## config.mk

```make
export PLATFORM = sky130hd
export DESIGN_NAME = regfile_arbiter_flat
export DESIGN_NICKNAME = d
export VERILOG_FILES = /design/src/rtl/regfile_arbiter_if.sv /design/src/rtl/regfile_arbiter.sv /design/src/flat_wrapper.sv
export SDC_FILE = /design/constraint.sdc
export NUM_CORES = 1
export LEC_CHECK = 0
export ABC_AREA = 1
export BUFFER_PORTS_ARGS = -buffer_cell sky130_fd_sc_hd__buf_2
export CORE_MARGIN = 2
export CORE_UTILIZATION = 39
export CTS_CLUSTER_SIZE = 25
export DETAILED_ROUTE_END_ITERATION = 10
export PLACE_DENSITY = 0.72
export SLEW_MARGIN = 0
export SYNTH_ARGS = -nofsm -noshare
export SYNTH_HDL_FRONTEND = slang
export SYNTH_SLANG_ARGS = --single-unit
```

## constraint.sdc

```tcl
create_clock -name PCLK -period 2.2 [get_ports PCLK]
set_input_delay 0.44 -clock PCLK [delete_from_list [all_inputs] [get_ports PCLK]]
set_output_delay 0.44 -clock PCLK [all_outputs]
set_load 0.005 [all_outputs]
```

## src/rtl/regfile_arbiter_if.sv

```systemverilog
// Bundles both requester ports and the register-file access port of the arbiter.
// Pure wiring: adds no latency of its own.
// Requesters hold valid until their done pulse; the register file answers with RegREADY.
interface regfile_arbiter_if #(
    parameter int unsigned DATA_WIDTH = 32,
    parameter int unsigned ADDR_WIDTH = 32
);
    // Port 0 requester
    logic                  req0_valid;
    logic                  req0_write;
    logic [ADDR_WIDTH-1:0] req0_addr;
    logic [DATA_WIDTH-1:0] req0_wdata;
    logic                  req0_done;
    logic                  req0_err;
    logic [DATA_WIDTH-1:0] req0_rdata;

    // Port 1 requester
    logic                  req1_valid;
    logic                  req1_write;
    logic [ADDR_WIDTH-1:0] req1_addr;
    logic [DATA_WIDTH-1:0] req1_wdata;
    logic                  req1_done;
    logic                  req1_err;
    logic [DATA_WIDTH-1:0] req1_rdata;

    // Register-file access port
    logic [ADDR_WIDTH-1:0] RegADDR;
    logic [DATA_WIDTH-1:0] RegWDATA;
    logic                  RegWRITE;
    logic                  RegENABLE;
    logic [DATA_WIDTH-1:0] RegRDATA;
    logic                  RegREADY;

    logic                  busy;

    // Arbiter side: drives completions and the register-file strobe
    modport master (
        input  req0_valid, req0_write, req0_addr, req0_wdata,
        output req0_done, req0_err, req0_rdata,
        input  req1_valid, req1_write, req1_addr, req1_wdata,
        output req1_done, req1_err, req1_rdata,
        output RegADDR, RegWDATA, RegWRITE, RegENABLE,
        input  RegRDATA, RegREADY,
        output busy
    );

    // Environment side: requesters plus the register file itself
    modport slave (
        output req0_valid, req0_write, req0_addr, req0_wdata,
        input  req0_done, req0_err, req0_rdata,
        output req1_valid, req1_write, req1_addr, req1_wdata,
        input  req1_done, req1_err, req1_rdata,
        input  RegADDR, RegWDATA, RegWRITE, RegENABLE,
        output RegRDATA, RegREADY,
        input  busy
    );
endinterface

```

## src/rtl/regfile_arbiter.sv

```systemverilog
// Round-robin arbiter/sequencer sharing one register-file port between two requesters.
// Latency: done 3 cycles after valid (legal), 2 (illegal address), TIMEOUT_CYCLES+2 (no RegREADY).
// Backpressure: requests hold valid until done; the register file stalls via RegREADY, bounded by a timeout.
module regfile_arbiter #(
    parameter int unsigned           DATA_WIDTH     = 32,
    parameter int unsigned           ADDR_WIDTH     = 32,
    parameter logic [ADDR_WIDTH-1:0] MAX_ADDR       = 'h0000_003C,
    parameter int unsigned           TIMEOUT_CYCLES = 4
) (
    input  logic              PCLK,
    input  logic              PRESETn,
    regfile_arbiter_if.master bus
);

    localparam int unsigned      CNT_W    = (TIMEOUT_CYCLES > 1) ? $clog2(TIMEOUT_CYCLES) : 1;
    localparam logic [CNT_W-1:0] CNT_LAST = CNT_W'(TIMEOUT_CYCLES - 1);

    typedef enum logic [1:0] {
        IDLE   = 2'd0,
        ACCESS = 2'd1,
        WAIT   = 2'd2,
        ERR    = 2'd3
    } state_t;

    state_t                state_q,      state_d;
    logic                  last_grant_q, last_grant_d;
    logic                  gnt_q,        gnt_d;
    logic [CNT_W-1:0]      cnt_q,        cnt_d;

    logic [ADDR_WIDTH-1:0] reg_addr_q,   reg_addr_d;
    logic [DATA_WIDTH-1:0] reg_wdata_q,  reg_wdata_d;
    logic                  reg_write_q,  reg_write_d;
    logic                  reg_enable_q, reg_enable_d;

    logic                  done0_q,      done0_d;
    logic                  err0_q,       err0_d;
    logic [DATA_WIDTH-1:0] rdata0_q,     rdata0_d;
    logic                  done1_q,      done1_d;
    logic                  err1_q,       err1_d;
    logic [DATA_WIDTH-1:0] rdata1_q,     rdata1_d;

    // Arbitration and completion helpers, all combinational
    logic                  elig0;
    logic                  elig1;
    logic                  pick;
    logic                  sel_write;
    logic [ADDR_WIDTH-1:0] sel_addr;
    logic [DATA_WIDTH-1:0] sel_wdata;
    logic                  sel_legal;
    logic                  cmp_vld;
    logic                  cmp_err;
    logic [DATA_WIDTH-1:0] cmp_rdata;

    // State and output registers; reset clears every output and favours port 0 on the first tie
    always_ff @(posedge PCLK or negedge PRESETn) begin
        if (!PRESETn) begin
            state_q      <= IDLE;
            last_grant_q <= 1'b1;
            gnt_q        <= 1'b0;
            cnt_q        <= '0;
            reg_addr_q   <= '0;
            reg_wdata_q  <= '0;
            reg_write_q  <= 1'b0;
            reg_enable_q <= 1'b0;
            done0_q      <= 1'b0;
            err0_q       <= 1'b0;
            rdata0_q     <= '0;
            done1_q      <= 1'b0;
            err1_q       <= 1'b0;
            rdata1_q     <= '0;
        end else begin
            state_q      <= state_d;
            last_grant_q <= last_grant_d;
            gnt_q        <= gnt_d;
            cnt_q        <= cnt_d;
            reg_addr_q   <= reg_addr_d;
            reg_wdata_q  <= reg_wdata_d;
            reg_write_q  <= reg_write_d;
            reg_enable_q <= reg_enable_d;
            done0_q      <= done0_d;
            err0_q       <= err0_d;
            rdata0_q     <= rdata0_d;
            done1_q      <= done1_d;
            err1_q       <= err1_d;
            rdata1_q     <= rdata1_d;
        end
    end

    // Next-state: round-robin grant in IDLE, single-cycle strobe, bounded wait, completion routing
    always_comb begin
        state_d      = state_q;
        last_grant_d = last_grant_q;
        gnt_d        = gnt_q;
        cnt_d        = cnt_q;
        reg_addr_d   = reg_addr_q;
        reg_wdata_d  = reg_wdata_q;
        reg_write_d  = reg_write_q;
        reg_enable_d = 1'b0;
        done0_d      = 1'b0;
        err0_d       = err0_q;
        rdata0_d     = rdata0_q;
        done1_d      = 1'b0;
        err1_d       = err1_q;
        rdata1_d     = rdata1_q;
        cmp_vld      = 1'b0;
        cmp_err      = 1'b0;
        cmp_rdata    = '0;

        // A port still showing valid in its own done cycle is the tail of the
        // request just served, not a new one, so it must not compete.
        elig0 = bus.req0_valid & ~done0_q;
        elig1 = bus.req1_valid & ~done1_q;

        // On a tie the port that did not win last time goes first.
        pick      = (elig0 & elig1) ? ~last_grant_q : elig1;
        sel_write = pick ? bus.req1_write : bus.req0_write;
        sel_addr  = pick ? bus.req1_addr  : bus.req0_addr;
        sel_wdata = pick ? bus.req1_wdata : bus.req0_wdata;
        sel_legal = (sel_addr <= MAX_ADDR) && (sel_addr[1:0] == 2'b00);

        case (state_q)
            IDLE: begin
                if (elig0 || elig1) begin
                    gnt_d        = pick;
                    last_grant_d = pick;
                    if (sel_legal) begin
                        reg_addr_d   = sel_addr;
                        reg_wdata_d  = sel_wdata;
                        reg_write_d  = sel_write;
                        reg_enable_d = 1'b1;
                        state_d      = ACCESS;
                    end else begin
                        // Illegal addresses never reach the register file.
                        state_d = ERR;
                    end
                end
            end
            ACCESS: begin
                cnt_d   = '0;
                state_d = WAIT;
            end
            WAIT: begin
                if (bus.RegREADY) begin
                    cmp_vld   = 1'b1;
                    cmp_rdata = reg_write_q ? '0 : bus.RegRDATA;
                    state_d   = IDLE;
                end else if (cnt_q == CNT_LAST) begin
                    cmp_vld = 1'b1;
                    cmp_err = 1'b1;
                    state_d = IDLE;
                end else begin
                    cnt_d = cnt_q + 1'b1;
                end
            end
            ERR: begin
                cmp_vld = 1'b1;
                cmp_err = 1'b1;
                state_d = IDLE;
            end
            default: begin
                state_d = IDLE;
            end
        endcase

        // Completion goes only to the port that owns the transaction; the other
        // port keeps its previous err/rdata.
        if (cmp_vld) begin
            if (gnt_q) begin
                done1_d  = 1'b1;
                err1_d   = cmp_err;
                rdata1_d = cmp_rdata;
            end else begin
                done0_d  = 1'b1;
                err0_d   = cmp_err;
                rdata0_d = cmp_rdata;
            end
        end
    end

    assign bus.RegADDR    = reg_addr_q;
    assign bus.RegWDATA   = reg_wdata_q;
    assign bus.RegWRITE   = reg_write_q;
    assign bus.RegENABLE  = reg_enable_q;
    assign bus.req0_done  = done0_q;
    assign bus.req0_err   = err0_q;
    assign bus.req0_rdata = rdata0_q;
    assign bus.req1_done  = done1_q;
    assign bus.req1_err   = err1_q;
    assign bus.req1_rdata = rdata1_q;
    assign bus.busy       = (state_q != IDLE);

endmodule

```

## src/flat_wrapper.sv

```systemverilog
// flat-port wrapper written by rule: the top's interface ports become plain ports
module regfile_arbiter_flat 
#(
    parameter int unsigned           DATA_WIDTH     = 32,
    parameter int unsigned           ADDR_WIDTH     = 32,
    parameter logic [ADDR_WIDTH-1:0] MAX_ADDR       = 'h0000_003C,
    parameter int unsigned           TIMEOUT_CYCLES = 4
)
  (PCLK, PRESETn, bus_req0_valid, bus_req0_write, bus_req0_addr, bus_req0_wdata, bus_req0_done, bus_req0_err, bus_req0_rdata, bus_req1_valid, bus_req1_write, bus_req1_addr, bus_req1_wdata, bus_req1_done, bus_req1_err, bus_req1_rdata, bus_RegADDR, bus_RegWDATA, bus_RegWRITE, bus_RegENABLE, bus_RegRDATA, bus_RegREADY, bus_busy);
  regfile_arbiter_if #(.DATA_WIDTH(DATA_WIDTH), .ADDR_WIDTH(ADDR_WIDTH)) bus_i ();
  input  logic PCLK;
  input  logic PRESETn;
  input wire logic [$bits(bus_i.req0_valid)-1:0] bus_req0_valid;
  input wire logic [$bits(bus_i.req0_write)-1:0] bus_req0_write;
  input wire logic [$bits(bus_i.req0_addr)-1:0] bus_req0_addr;
  input wire logic [$bits(bus_i.req0_wdata)-1:0] bus_req0_wdata;
  output wire logic [$bits(bus_i.req0_done)-1:0] bus_req0_done;
  output wire logic [$bits(bus_i.req0_err)-1:0] bus_req0_err;
  output wire logic [$bits(bus_i.req0_rdata)-1:0] bus_req0_rdata;
  input wire logic [$bits(bus_i.req1_valid)-1:0] bus_req1_valid;
  input wire logic [$bits(bus_i.req1_write)-1:0] bus_req1_write;
  input wire logic [$bits(bus_i.req1_addr)-1:0] bus_req1_addr;
  input wire logic [$bits(bus_i.req1_wdata)-1:0] bus_req1_wdata;
  output wire logic [$bits(bus_i.req1_done)-1:0] bus_req1_done;
  output wire logic [$bits(bus_i.req1_err)-1:0] bus_req1_err;
  output wire logic [$bits(bus_i.req1_rdata)-1:0] bus_req1_rdata;
  output wire logic [$bits(bus_i.RegADDR)-1:0] bus_RegADDR;
  output wire logic [$bits(bus_i.RegWDATA)-1:0] bus_RegWDATA;
  output wire logic [$bits(bus_i.RegWRITE)-1:0] bus_RegWRITE;
  output wire logic [$bits(bus_i.RegENABLE)-1:0] bus_RegENABLE;
  input wire logic [$bits(bus_i.RegRDATA)-1:0] bus_RegRDATA;
  input wire logic [$bits(bus_i.RegREADY)-1:0] bus_RegREADY;
  output wire logic [$bits(bus_i.busy)-1:0] bus_busy;
  assign bus_i.req0_valid = bus_req0_valid;
  assign bus_i.req0_write = bus_req0_write;
  assign bus_i.req0_addr = bus_req0_addr;
  assign bus_i.req0_wdata = bus_req0_wdata;
  assign bus_req0_done = bus_i.req0_done;
  assign bus_req0_err = bus_i.req0_err;
  assign bus_req0_rdata = bus_i.req0_rdata;
  assign bus_i.req1_valid = bus_req1_valid;
  assign bus_i.req1_write = bus_req1_write;
  assign bus_i.req1_addr = bus_req1_addr;
  assign bus_i.req1_wdata = bus_req1_wdata;
  assign bus_req1_done = bus_i.req1_done;
  assign bus_req1_err = bus_i.req1_err;
  assign bus_req1_rdata = bus_i.req1_rdata;
  assign bus_RegADDR = bus_i.RegADDR;
  assign bus_RegWDATA = bus_i.RegWDATA;
  assign bus_RegWRITE = bus_i.RegWRITE;
  assign bus_RegENABLE = bus_i.RegENABLE;
  assign bus_i.RegRDATA = bus_RegRDATA;
  assign bus_i.RegREADY = bus_RegREADY;
  assign bus_busy = bus_i.busy;
  regfile_arbiter #(.DATA_WIDTH(DATA_WIDTH), .ADDR_WIDTH(ADDR_WIDTH), .MAX_ADDR(MAX_ADDR), .TIMEOUT_CYCLES(TIMEOUT_CYCLES)) u_core (.PCLK(PCLK), .PRESETn(PRESETn), .bus(bus_i));
endmodule
```

==> flow_summary.json, run 1 <==
{
  "synthesis.nets": 927,
  "holdCritPathClass": "primary input to flop",
  "die-area_um2": 18000,
  "ys_warn_count": 0,
  "crit_path_max_incr_delay_ns": 0.55,
  "antenna_found_initial": 4,
  "synth_mux_area_frac": 0.117,
  "tritoncts.num_buffers": 17,
  "synthDistinctLibCells": 21,
  "multiInputGateArea_um2": 2730,
  "yosys.area_share.adder": 0.00189,
  "port_buffers": 301,
  "fp-row-count": 47,
  "timing.fmax_mhz": 448,
  "die_x_um": 134,
  "cp_slowest_cell": "dfstp_2",
  "antenna_left": 0,
  "p_int_uw": 6130,
  "r2r_cells": 15,
  "yosysSeqAreaShare": 0.530,
  "synthSimpleGateAreaFrac": 0.269,
  "synth_xor_area_frac": 0,
  "cp.required_ns": 2.50,
  "path_common_cell": "nand2_1",
  "rsz0062_at_grt": "true",
  "crit_path_start_kind": "flop",
  "arrival_ns": 2.53,
  "path_max_fanout": 11,
  "cap_violations": 0,
  "start_util": 0.399,
  "leakagePower_uw": 0.00576,
  "min_to": "u_core.bus.RegWDATA[1]",
  "p_sw_uw": 3020,
  "cts-htree-levels": 4,
  "cts_tree": "done",
  "wl_um": 20100,
  "drc_errors": 0,
  "cp_num_buf_inv": 4,
  "min_period_ns": 2.23,
  "fillers": 1534,
  "fin_cells": 1307,
  "cp_cell_sequence": "nand3_4, nand2_8, buf_12, clkbuf_16, nand2_1, nand2_1, nand2_1, nor2_1, nand2_1, nor2_4, nand3_4, buf_12, clkbuf_16, nand2_1, nand2_1",
  "ir_drop_v": 0.000787,
  "synth_area_leaders": "dfrtp_1 53%, nand2_1 18%, mux2_2 11%",
  "power.density_nw_per_um2": 968,
  "netlist_area_um2": 6620,
  "vias_per_cell": 4.75,
  "reg2reg_from": "u_core.last_grant_q",
  "core_area_um2": 16600,
  "clock_sinks": 140,
  "gp_congestion": 0.906,
  "grtUsageTotal": 0.209,
  "grt_max_degree": 61,
  "seqPwrFrac": 0.343,
  "die-height_um": 134,
  "synth_top_family_by_area": "simple AND/OR/NAND/NOR gates",
  "violations": "setup timing",
  "hp-start": "bus_req1_wdata[1]",
  "clk_pin_slew_worst_paths_ns": 0.06,
  "root_buffer": "clkbuf_16",
  "dr_total_vias": 6205,
  "worstMarginPinSlew_ns": 0.403,
  "worst_setup_path_end_kind": "flop",
  "syn_avg_cell_area_um2": 8.72,
  "ioPinCount": 302,
  "fin_worst_skew_ns": 0.0134,
  "min_path_cells": 5,
  "clockPowerShare": 0.323,
  "combPwrFrac": 0.334,
  "drt_iter0_markers": 411,
  "wl_per_cell_um": 15.4,
  "maxSlewViolCount": 0,
  "hpwl_um": 13600,
  "first_global_vias": 5842,
  "netSwitchingFraction": 0.331,
  "worstSetupPathType": "flop to flop",
  "power.total_uw": 9150,
  "fin_nets": 1239,
  "ff2ff_setup_slack_ns": -0.03,
  "r2r_end": "u_core.bus.RegADDR[3]",
  "critical-path-top-delay-family": "simple AND/OR/NAND/NOR gates",
  "synth-seq-cells": 140,
  "regArea_um2": 3500,
  "grt_pass1_wl_um": 29800,
  "layout_setup_ws_ns": -0.0326,
  "synth_top_cell_area_share": 0.526,
  "dr.pass1.iters": 7,
  "syn_inst": 759,
  "dp_cells": 1254,
  "synth_compound_area_frac": 0.00681,
  "grt_remaining_overflow": 0,
  "drive_gt1_frac": 0.444,
  "yosysTopAreaCell": "dfrtp_1",
  "finalHoldViolCount": 0,
  "status": "complete, but fails checks",
  "cp-startpoint": "u_core.last_grant_q",
  "clock_latency_ns": 0.41,
  "cts.path.max_buffers": 2,
  "syn_to_final_growth_pct": 42.9,
  "slew_headroom": 0.732,
  "fin_crit_sh": 1.01,
  "setup_viol": 36
}
layout by cell type (no fill, tap or decap), types with 4 or more instances in the layout:
master / netlist / final
buf_4: 7 / 15
nor2_2: 2 / 4
nor2_1: 49 / 44
buf_12: 0 / 10
clkinv_4: 0 / 5
buf_6: 5 / 5
nand4_1: 37 / 37
dfrtp_1: 139 / 139
clkbuf_16: 0 / 25
inv_1: 48 / 48
buf_2: 14 / 300
nand3b_1: 18 / 18
mux2_2: 66 / 66
nand2_1: 318 / 300
nand2_2: 0 / 17
inv_2: 17 / 17
layout make-up:
| class | count | area share |
|---|---|---|
| Sequential cell | 140 | 0.371 |
| Antenna cell | 3 | 0.000794 |
| Multi-Input combinational cell | 508 | 0.289 |
| Tap cell | 220 | 0.0291 |
| Clock inverter | 14 | 0.0195 |
| Inverter | 65 | 0.0258 |
| Clock buffer | 18 | 0.0454 |
| Timing Repair Buffer | 339 | 0.220 |
how the worst max path moves through the flow:
stage	end	cells past startpoint
3_3_place_gp	u_core.state_q[1]	14
6_report	u_core.bus.RegADDR[3]	15
2_1_floorplan	u_core.bus.RegWRITE	14
3_5_place_dp	u_core.bus.RegWDATA[14]	14
4_1_cts	u_core.state_q[1]	13
5_1_grt	u_core.bus.RegADDR[4]	15
registers in the layout, summed over array words and instances, names as in the netlist, 2 cells and up:
signal                 flops
u_core.bus.RegADDR        32
u_core.bus.RegWDATA       32
u_core.bus.req0_rdata     32
u_core.bus.req1_rdata     32
u_core.cnt_q               2
u_core.state_q             2
cells by family (layout without fill, tap and decap cells):
kind of cell | Yosys count | after routing
flops | 140 | 140
other cells | 0 | 3
buf+inv | 111 | 436
simple gates | 429 | 429
mux | 69 | 69
compound gates | 9 | 9
fa+ha+maj | 1 | 1
synth_stat cells:
library cell,n
nand2_1,318
dfrtp_1,139
mux2_2,66
nor2_1,49
inv_1,48
nand4_1,37
clkbuf_1,18
nand3b_1,18
inv_2,17
buf_2,14
buf_4,7
buf_6,5
nand3_1,5
a21oi_1,3
mux2i_1,3
o21ai_0,3
o21ai_1,3
buf_1,2
nor2_2,2
dfstp_2,1
ha_1,1
power groups by stage:
stage / Combinational (uW) / Sequential, uW / Clock (uW)
after detailed placement: 2900 / 3170 / 0
after global placement: 2860 / 3160 / 0
after floorplan: 1730 / 3190 / 0
after CTS: 2910 / 3130 / 3010
after global routing: 3370 / 3190 / 3130
final: 3060 / 3140 / 2950
worst register-to-register path: stages (launching register included):
cell,delay (ns)
dfstp_2,0.55
nand3_4,0.11
nand2_8,0.14
buf_12,0.11
clkbuf_16,0.13
nand2_1,0.05
nand2_1,0.05
nand2_1,0.04
nor2_1,0.12
nand2_1,0.10
nor2_4,0.13
nand3_4,0.12
buf_12,0.17
clkbuf_16,0.17
nand2_1,0.06
nand2_1,0.05
metal layers:
metal | vias to the layer above | GRT usage | wire (um)
li1 | 3014 | - | -
met1 | 2915 | 0.260 | 8320
met2 | 225 | 0.348 | 10000
met3 | 49 | 0.0529 | 1120
met4 | 2 | 0.0836 | 624
met5 | - | 0 | 15
timing repair:
| action | CTS | global route |
|---|---|---|
| gates cloned | 0 | 11 |
| hold buffers | 1 | 0 |
| hold endpoints to repair | 26 | 0 |
| setup buffers | 0 | 6 |
| pin swaps | 0 | 7 |
| resized for setup | 1 | 28 |
| endpoints found under the setup margin | 1 | 67 |
per-stage QoR:
stage | utilization | TNS, ns | cell area (um^2) | worst slack (ns) | hold slack (ns)
floorplan | - | 0 | 6620 | 0.257 | 0.144
global placement | 0.507 | 0 | 8410 | 0.0287 | 0.330
detailed placement | 0.507 | -0.00662 | 8410 | -0.00559 | 0.337
CTS | 0.545 | 0 | 9040 | 0.0108 | 0.364
global route | 0.570 | -6.75 | 9450 | -0.125 | 0.378
finish | 0.570 | -0.403 | 9450 | -0.0326 | 0.380
Note: power is estimated with default switching activity, not from simulation.
==> run 2: changes to the inputs <==
--- a/config.mk
+++ b/config.mk
@@ -7,11 +7,10 @@
 export LEC_CHECK = 0
 export ABC_AREA = 1
 export BUFFER_PORTS_ARGS = -buffer_cell sky130_fd_sc_hd__buf_2
-export CORE_MARGIN = 2
 export CORE_UTILIZATION = 39
 export CTS_CLUSTER_SIZE = 25
 export DETAILED_ROUTE_END_ITERATION = 10
-export PLACE_DENSITY = 0.72
+export PLACE_DENSITY = 0.7
 export SLEW_MARGIN = 0
 export SYNTH_ARGS = -nofsm -noshare
 export SYNTH_HDL_FRONTEND = slang
==> flow_summary.json, run 2 (synthesis results as in run 1) <==
{
  "fin_crit_sh": 0.964,
  "dpl_worst_slack_ns": 0.000270,
  "hp-start": "bus_req1_wdata[19]",
  "holdCritPathClass": "primary input to flop",
  "root_buffer": "clkbuf_16",
  "cap_violations": 0,
  "rsz0062_at_grt": "true",
  "min_period_ns": 2.12,
  "worstMarginPinSlew_ns": 0.404,
  "die-height_um": 132,
  "layout_setup_ws_ns": 0.0784,
  "first_global_vias": 5891,
  "port_buffers": 301,
  "worst_setup_path_end_kind": "flop",
  "final_cell_mix": "315 x nand2_1, 300 x buf_2, 139 x dfrtp_1",
  "cts.path.max_buffers": 2,
  "multiInputGateArea_um2": 2670,
  "clockPowerShare": 0.322,
  "cp-startpoint": "u_core.last_grant_q",
  "wl_per_cell_um": 14.3,
  "maxSlewViolCount": 0,
  "clk_pin_slew_worst_paths_ns": 0.06,
  "tritoncts.num_buffers": 17,
  "fin_nets": 1234,
  "p_sw_uw": 2910,
  "setup_viol": 0,
  "crit_path_start_kind": "flop",
  "drive_gt1_frac": 0.426,
  "fin_worst_skew_ns": 0.0130,
  "ff2ff_setup_slack_ns": 0.08,
  "dr.pass1.iters": 6,
  "clock_latency_ns": 0.42,
  "wl_um": 18600,
  "dr_total_vias": 5976,
  "grtUsageTotal": 0.218,
  "hold_slack_ns": 0.367,
  "cts_tree": "done",
  "cts-htree-levels": 4,
  "slew_headroom": 0.731,
  "gp_congestion": 0.830,
  "drt_iter0_markers": 296,
  "layout_commonest_cell": "nand2_1",
  "start_util": 0.399,
  "power.density_nw_per_um2": 985,
  "antenna_found_initial": 1,
  "die_x_um": 132,
  "ir_drop_v": 0.000619,
  "fp-row-count": 47,
  "core_area_um2": 16600,
  "regArea_um2": 3500,
  "path_max_fanout": 44,
  "status": "complete, no violations",
  "combPwrFrac": 0.334,
  "drc_errors": 0,
  "syn_to_final_growth_pct": 40.1,
  "vias_per_cell": 4.60,
  "hpwl_um": 13200,
  "grt_max_degree": 46,
  "p_int_uw": 6220,
  "netSwitchingFraction": 0.319,
  "seqPwrFrac": 0.344,
  "leakagePower_uw": 0.00567,
  "ioPinCount": 302,
  "fillers": 1535,
  "grt_pass1_wl_um": 29600,
  "worstSetupPathType": "flop to flop",
  "finalHoldViolCount": 0,
  "antenna_left": 0,
  "clock_sinks": 140,
  "die-area_um2": 17500,
  "cp.required_ns": 2.50,
  "arrival_ns": 2.42,
  "grt_remaining_overflow": 0,
  "reg2reg_from": "u_core.last_grant_q",
  "timing.fmax_mhz": 471
}
run 2: cell count changes in the layout (fill, tap and decap cells not counted), moves of 3 or more:
cell	change
clkinv_4	-5
nand2_1	+15
clkbuf_8	+3
nand2_2	-15
clkbuf_16	-6
run 2: final timing paths:
path | to | depth (start not counted)
max reg2reg | u_core.bus.RegWDATA[30] | 14
max | u_core.bus.RegWDATA[30] | 14
min | u_core.bus.RegWDATA[19] | 5
min reg2reg | u_core.bus.RegADDR[8] | 2
max in group asynchronous | u_core.last_grant_q | 3
min in group asynchronous | u_core.bus.req0_rdata[10] | 2
run 2: what timing repair did:
| item | 4_1_cts | 5_1_grt |
|---|---|---|
| hold buffers | 1 | 0 |
| resized for setup | 0 | 16 |
| buffers inserted | 0 | 5 |
| setup endpoints to repair | 0 | 66 |
| endpoints found under the hold margin | 36 | 0 |
run 2: routing by layer:
metal,global-route usage,up-vias,share of wire
met1,0.274,2741,0.43
li1,-,2994,-
met2,0.364,204,0.49
met3,0.0488,37,0.051
met4,0.0868,0,0.023
met5,0,-,0
run 2: power groups by stage:
stage	sequential, uW	combinational, uW	clock, uW
5_1_grt	3180	3370	3120
2_1_floorplan	3190	1730	0
6_report	3140	3040	2940
4_1_cts	3130	2910	3010
3_3_place_gp	3150	2880	0
3_5_place_dp	3170	2910	0
run 2: final cells by class:
cell class              instances  area share
diodes                          1    0.000270
clock buffers                  21      0.0508
clock inverters                10      0.0149
inverters                      65      0.0267
multi-input cells             508       0.288
flip-flops and latches        140       0.378
well taps                     220      0.0297
repair buffers                334       0.211
run 2: metrics by stage:
| stage | instance area [um^2] | utilization | setup TNS, ns | std cells | power (uW) |
|---|---|---|---|---|---|
| detailed placement | 8460 | 0.510 | 0 | 1259 | 6080 |
| global route | 9270 | 0.559 | -1.97 | 1299 | 9670 |
| CTS | 9080 | 0.548 | 0 | 1291 | 9060 |
| finish | 9270 | 0.559 | 0 | 1299 | 9130 |
| global placement | 8460 | 0.510 | 0 | 1259 | 6030 |
| floorplan | 6620 | - | 0 | 759 | 4920 |
run 2: worst max-delay path, cell delays in order (launching register included):
cell       delay, ns
dfstp_2         0.54
nand3_2         0.11
nand2_4         0.13
buf_12          0.11
clkbuf_16       0.17
nand2_2         0.05
o21ai_1         0.06
nand2_1         0.06
nor2_1          0.08
nand2_1         0.09
nor2_4          0.15
nand3_4         0.11
buf_12          0.19
nand2_1         0.07
nand2_1         0.05
